$ cat src/rtl/subleq_fetch.sv
// rtl/subleq_fetch.sv - SUBLEQ instruction fetch: holds PC, reads A/B/C words from the memory port
module subleq_fetch #(
    parameter int                ADDR_W   = 64,
    parameter int                DATA_W   = 64,
    parameter logic [ADDR_W-1:0] RESET_PC = '0
) (
    input  logic              clk,
    input  logic              rst,
    input  logic              start,
    input  logic              pc_we,
    input  logic [ADDR_W-1:0] next_pc,
    output logic              mem_req,
    output logic [ADDR_W-1:0] mem_addr,
    input  logic [DATA_W-1:0] mem_rdata,
    input  logic              mem_ack,
    output logic [ADDR_W-1:0] pc,
    output logic [DATA_W-1:0] a,
    output logic [DATA_W-1:0] b,
    output logic [DATA_W-1:0] c,
    output logic              fetch_done,
    output logic              busy,
    output logic              halted
);

    typedef enum logic [1:0] {
        IDLE  = 2'd0,
        FETCH = 2'd1,
        DONE  = 2'd2,
        HALT  = 2'd3
    } state_t;

    state_t            state;
    state_t            state_next;
    logic [1:0]        idx;
    logic [ADDR_W-1:0] base;
    logic              ack_ok;
    logic              req_d;
    logic              busy_d;
    logic              done_d;

    // A same-cycle pc_we redirects the fetch to next_pc.
    assign base   = pc_we ? next_pc : pc;
    assign ack_ok = mem_req && mem_ack;

    always_comb begin
        state_next = state;
        case (state)
            IDLE: begin
                if (start) begin
                    state_next = base[ADDR_W-1] ? HALT : FETCH;
                end
            end
            FETCH: begin
                if (ack_ok && idx == 2'd2) begin
                    state_next = DONE;
                end
            end
            DONE:    state_next = IDLE;
            default: state_next = HALT;
        endcase
    end

    always_comb begin
        req_d  = (state_next == FETCH);
        busy_d = (state_next == FETCH) || (state_next == DONE);
        done_d = (state_next == DONE);
    end

    always_ff @(posedge clk) begin
        if (rst) begin
            state      <= IDLE;
            idx        <= 2'd0;
            pc         <= RESET_PC;
            a          <= '0;
            b          <= '0;
            c          <= '0;
            mem_req    <= 1'b0;
            mem_addr   <= '0;
            fetch_done <= 1'b0;
            busy       <= 1'b0;
            halted     <= 1'b0;
        end else begin
            state      <= state_next;
            mem_req    <= req_d;
            busy       <= busy_d;
            fetch_done <= done_d;
            if (state_next == HALT) begin
                halted <= 1'b1;
            end
            case (state)
                IDLE: begin
                    if (pc_we) begin
                        pc <= next_pc;
                    end
                    if (start && !base[ADDR_W-1]) begin
                        idx      <= 2'd0;
                        mem_addr <= base;
                    end
                end
                FETCH: begin
                    if (ack_ok) begin
                        case (idx)
                            2'd0:    a <= mem_rdata;
                            2'd1:    b <= mem_rdata;
                            default: c <= mem_rdata;
                        endcase
                        // Next word request goes out back-to-back; address wraps naturally.
                        if (idx != 2'd2) begin
                            idx      <= idx + 2'd1;
                            mem_addr <= pc + ADDR_W'(idx) + ADDR_W'(1);
                        end
                    end
                end
                default: ;
            endcase
        end
    end

endmodule

$ cat config.mk
export PLATFORM = sky130hd
export DESIGN_NAME = subleq_fetch
export DESIGN_NICKNAME = d
export VERILOG_FILES = /design/src/rtl/subleq_fetch.sv
export SDC_FILE = /design/constraint.sdc
export NUM_CORES = 1
export LEC_CHECK = 0
export ABC_AREA = 1
export CAP_MARGIN = 20
export CORE_UTILIZATION = 47
export DETAILED_ROUTE_END_ITERATION = 7
export GPL_ROUTABILITY_DRIVEN = 0
export PLACE_DENSITY = 0.8
export SLEW_MARGIN = 15
export SYNTH_ARGS = -nofsm -noshare
export SYNTH_HDL_FRONTEND = slang
export SYNTH_SLANG_ARGS = --single-unit
export TNS_END_PERCENT = 50
$ cat constraint.sdc
create_clock -name clk -period 2.4 [get_ports clk]
set_input_delay 0.36 -clock clk [delete_from_list [all_inputs] [get_ports clk]]
set_output_delay 0.36 -clock clk [all_outputs]
set_load 0.005 [all_outputs]
==> flow_summary.json <==
{
  "cts_buffers": 36,
  "vias": 16700,
  "yosysWarnings": 0,
  "fin_ws_ns": 0.135,
  "place_area_sq_um": 19900,
  "final_cell_area_sq_um": 21100,
  "cp.required_ns": 2.84,
  "design.die.area_sq_um": 32200,
  "layout_min_cycle_time_ns": 2.27,
  "wl_per_cell_microns": 19.8,
  "cp.arrival_ns": 2.71,
  "syn_area_sq_um": 14800,
  "fmax_mhz": 441,
  "clock_tree.root_cell": "clkbuf_16",
  "vias_per_cell": 5.70,
  "cts_max_path_buffers": 3,
  "nets": 2649,
  "grt_pass1_wl_mm": 89.5,
  "synth_edf_count": 0,
  "num_rows": 64,
  "path_clk_slew_ns": 0.07,
  "ir_drop_uv": 578,
  "die_y_microns": 179,
  "synth_cell_types": 32,
  "syn_inst": 2105,
  "die_w_microns": 179,
  "syn_avg_cell_area_sq_um": 7.03,
  "syn_to_final_growth_pct": 43.0,
  "route.detailed.drc": 72,
  "drive_above_1_share_pct": 5.56,
  "status": "finished with violations",
  "critPathCaptureType": "register",
  "violations": "design-rule violations",
  "h-tree-depth": 2,
  "clock-sinks": 328,
  "grt_remaining_overflow": 0,
  "core_sq_um": 30700,
  "min_period_over_period_pct": 94.4,
  "setup_viol": 0,
  "relSlewSlack_pct": 41.5,
  "place_ws_ns": 0.0812,
  "cap_viol_max_count": 0,
  "async_flop_share_pct": 0,
  "grt_use_total_pct": 34.7,
  "hpwl_mm": 40.7,
  "drtAntennaViolNets": 0,
  "clock_latency_ns": 0.52,
  "top_level_ports": 457,
  "syn_nets": 2247,
  "slew_viol_final": 0,
  "crit_type": "register to register",
  "nFillCells": 2469,
  "power_density_nw_per_um2": 677,
  "multi_input_area_sq_um": 7360,
  "hold_viol": 0,
  "p_leak_nw": 7.54,
  "seq_area_sq_um": 6570,
  "grt_pass1_vias": 15700,
  "postCtsSetupRepairBufs": 0,
  "drtIter0Drc": 2126,
  "drtPass1Iterations": 8,
  "cp_max_fo": 4,
  "start_kind": "register",
  "fin_skew_ns": 0.0219,
  "antenna_found_initial": 4,
  "tightest_slew_ns": 0.878,
  "start_util_pct": 48.1,
  "synth_seq_cells": 328,
  "port-buffer-count": 456,
  "grt_max_degree": 129,
  "cts_tree": "yes",
  "ys_seq_area_share_pct": 44.4,
  "synthFlopType": "dfxtp_1",
  "wl_mm": 58.1,
  "hp-class": "input port to register"
}
==> power by group <==
part	total, mW	leakage (nW)	internal (mW)	switching (mW)
sequential	6.04	2.67	5.72	0.319
clock	5.89	0.626	3.56	2.33
combinational	2.39	4.24	1.09	1.31
==> final timing paths <==
kind / startpoint / to / slack, ns / depth (start not counted)
min reg2reg: b[15] / b[15] / 0.46 / 2
max reg2reg: pc[0] / mem_addr[22] / 0.13 / 10
min: rst / state[0] / 0.18 / 2
max: pc[0] / mem_addr[22] / 0.13 / 10
==> cell usage in the layout (no fill, tap or decap), drive strengths merged <==
cell type,synthesis,layout
a31oi,1,1
nor3,5,5
nand2,475,475
bufinv,0,4
o21ai,160,160
nor4,1,1
nand3,243,243
nor2,230,230
a21oi,340,340
clkdlybuf4s50,0,454
and3,1,1
and2,1,1
a211oi,2,2
diode,0,3
o21bai,4,4
or2,4,4
xnor2,14,14
buf,40,57
fa,1,1
ha,8,8
nand4,14,14
mux2i,35,35
clkinv,1,6
dfxtp,328,328
xor2,12,12
clkbuf,107,52
inv,78,83
==> metrics by stage <==
stage                     hold slack, ns  util, %  TNS (ns)  std cells  power, mW
after global routing               0.187     68.8   -0.0132       2934       14.8
after floorplan                    0.457        -         0       2105       7.14
after global placement             0.447     64.6         0       2865       8.44
final                              0.185     68.8         0       2934       14.3
after detailed placement           0.453     64.6         0       2865       8.48
after CTS                          0.169     68.7         0       2931       14.3
==> per-layer routing <==
metal / wire length (microns) / track usage, % / part of all wire, %
met3: 6130 / 9.70 / 11
met5: 15 / 0 / 0.026
met1: 22900 / 44.0 / 39
met2: 25600 / 53.7 / 44
met4: 3460 / 18.6 / 5.9
==> flip-flops by register name, indices dropped and copies added (netlist names) <==
name,cells
c,64
state,2
pc,64
a,64
busy,1
halted,1
fetch_done,1
idx,2
mem_req,1
b,64
mem_addr,64
==> cell type report <==
cell class / instances / area share, %
clock inverter: 14 / 0.893
tap: 396 / 2.34
antenna: 3 / 0.0355
inverter: 79 / 1.41
timing repair buffer: 511 / 24.4
multi-input combinational: 1551 / 34.8
clock buffer: 52 / 5.07
sequential: 328 / 31.1
==> cells by family after synthesis <==
logic type | Yosys count | synth area share, %
compound gates | 507 | 17.3
xor+xnor | 26 | 1.54
fa+ha+maj | 9 | 0.812
buf+inv | 226 | 6.17
flops | 328 | 44.4
mux | 35 | 2.37
simple gates | 974 | 27.5
==> cell usage after synthesis, drive strengths merged (2+ instances only) <==
library cell	instances	area, sq um
buf	40	211
or2	4	25.0
ha	8	100
dfxtp	328	6570
nor2	230	906
a211oi	2	15.0
nand2	475	1780
o21ai	160	801
xor2	12	105
clkbuf	107	402
a21oi	340	1700
inv	78	295
o21bai	4	30.0
mux2i	35	350
xnor2	14	123
nand3	243	1220
nor3	5	25.0
nand4	14	87.6
==> what timing repair did <==
item,CTS,global route
endpoints found under the hold margin,0,0
gates resized for setup,0,5
hold buffers,0,0
endpoints found under the setup margin,0,11
==> critical path: stages (launching register included) <==
cell and delay (ns):
dfxtp_1 0.33, inv_1 0.06, ha_1 0.23, fa_2 0.39
inv_1 0.10, nand2_1 0.14, nor3_1 0.32, buf_4 0.18
xor2_1 0.22, nand2_1 0.08, a21oi_1 0.13
No activity file was read; power rests on OpenSTA's default activity.
==> RTL change (same settings) <==
Make the reset (`rst`) asynchronous in one clocked block.
--- a/src/rtl/subleq_fetch.sv
+++ b/src/rtl/subleq_fetch.sv
@@ -66,7 +66,7 @@
         done_d = (state_next == DONE);
     end
 
-    always_ff @(posedge clk) begin
+    always_ff @(posedge clk or posedge rst) begin
         if (rst) begin
             state      <= IDLE;
             idx        <= 2'd0;
Formal check against the unedited RTL: not equivalent (a bounded check fails within 4 cycles, from zero or initial values and one cycle with rst high; the reset may be asserted at any time).
==> RTL change against the unedited design <==
Area after synthesis rose by 3.7%; worst setup slack got worse by 21 ps; wire length fell by 7.8%; critical path type unchanged; utilization fell by 0.58 points; via count fell by 9.3%; highest routed layer is now met4; sequential cell count did not move; final area rose by 2.5%.
Power is not compared: it rests on default switching activity, and its combinational part moved more than twofold at a synthesized area within 25%.
==> RTL change: results (changes against the unedited design) <==
- Layout cells sized above 1: 5.96% (+0.40 points)
- Worst reg2reg path endpoint: mem_addr[58]
- Synth Flop Type: dfrtp_1
- Outcome: complete, no violations
- Drt initial violations: 1,601 (-25%)
- Worst slack, placed: 145 ps (+63.8 ps)
- Initial antenna violation count: 5 (+1)
- GR Layer Usage met1: 39.3% (-4.7 points)
- Synth cell types: 31 (-3.1%)
- First-pass GRT wire length: 83,200 um (-7.1%)
- Register area share after synthesis: 53.5% (+9.1 points)
- Nets: 2,480 (-6.4%)
- Syn Nets: 2,038 (-9.3%)
- CTS Buf Count: 37 (+2.8%)
- Synth cell count leaders: nand2_1, dfrtp_1, o21ai_0
- Post-DP Area: 20,500 sq um (+3.0%)
- Met2 GRT Util: 52.3% (-1.3 points)
- DR pass1 iterations: 7 (-1)
- Vias: 15,200 (-9.3%)
- Met3 Use GR: 6.49% (-3.2 points)
- Ys async rst share: 100% (+100 points)
- RR Startpoint: idx[0]
- Total Routing Usage GR: 32.1% (-2.6 points)
- Slowest CP cell: fa_1
- Hold_ws: 187 ps (+2.57 ps)
- Crit path DAT: 2690 ps (-20 ps)
- Worst-path maximum fanout: 5 (+1)
- Wire length per cell: 19.1 um (-3.5%)
- R2R setup slack: 110 ps (-20 ps)
[RTL change: cell types whose count changed after synthesis, moves of 63 or more]
cell      delta
a21oi_1    -248
o21ai_0    +135
nand2_1    +130
clkbuf_1    -63
nor2_1      -71
inv_1       +66
dfrtp_1    +328
dfxtp_1    -328
nand3_1    -190
[RTL change: power by group through the flow]
stage               logic (W)  clock network (W)  registers (W)
global route           0.0144            0.00585         0.0107
detailed placement     0.0130                  0         0.0104
floorplan             0.00550                  0         0.0101
global placement       0.0127                  0         0.0103
CTS                    0.0131            0.00563         0.0104
finish                 0.0131            0.00554         0.0104
[RTL change: layer usage]
metal / routed length, um / part of all wire, % / vias up
met3: 4920 / 9.2 / 194
met4: 3100 / 5.8 / 0
li1: - / - / 6969
met2: 25500 / 48 / 889
met1: 20100 / 37 / 7128
met5: 0 / 0 / -
[RTL change: critical path: cells and delay by family, from the launching register on]
kind	cells	cell delay [ps]
DFF	1	350
and+or+nand+nor	5	510
buffers and inverters	3	480
AOI/OAI and AO/OA	1	150
adders and majority gates	2	670
[RTL change: area by class of cell]
| class | count | area, sq um |
|---|---|---|
| Fill cell | 2467 | 10100 |
| Timing Repair Buffer | 496 | 5010 |
| Multi-Input combinational cell | 1332 | 6180 |
| Sequential cell | 328 | 8210 |
| Antenna cell | 5 | 12.5 |
| Clock inverter | 11 | 101 |
| Tap cell | 435 | 544 |
| Inverter | 143 | 542 |
| Clock buffer | 55 | 1080 |
[RTL change: timing repair]
item | CTS | global route
resized for setup | 0 | 3
endpoints found under the setup margin | 0 | 8
setup buffers | 0 | 3
[RTL change: worst max path at each step]
stage                              end  depth (start not counted)   start  slack, ps
final                     mem_addr[58]                         11  idx[0]        110
after global routing      mem_addr[61]                         12  idx[0]         -6
after CTS                 mem_addr[30]                         10  idx[0]         50
after detailed placement  mem_addr[30]                         10  idx[0]        150
after global placement    mem_addr[20]                         10  idx[0]        210
after floorplan                   a[0]                          1     rst      -2340
[RTL change: logic make-up after synthesis]
| group | share of synthesized area [%] |
|---|---|
| buffers and inverters | 6.44 |
| muxes | 1.63 |
| AOI/OAI and AO/OA | 13.3 |
| adders and majority gates | 0.783 |
| xor gates and xnor gates | 1.54 |
| DFF | 53.5 |
| and+or+nand+nor | 22.8 |
[RTL change: metrics by stage]
step	power [W]	TNS, ps	utilization, %	instances
detailed placement	0.0234	0	64.3	2731
CTS	0.0291	0	68.0	2797
global route	0.0309	-9.01	68.2	2805
finish	0.0291	0	68.2	2805
floorplan	0.0156	-767090	-	1896
global placement	0.0230	0	64.3	2731
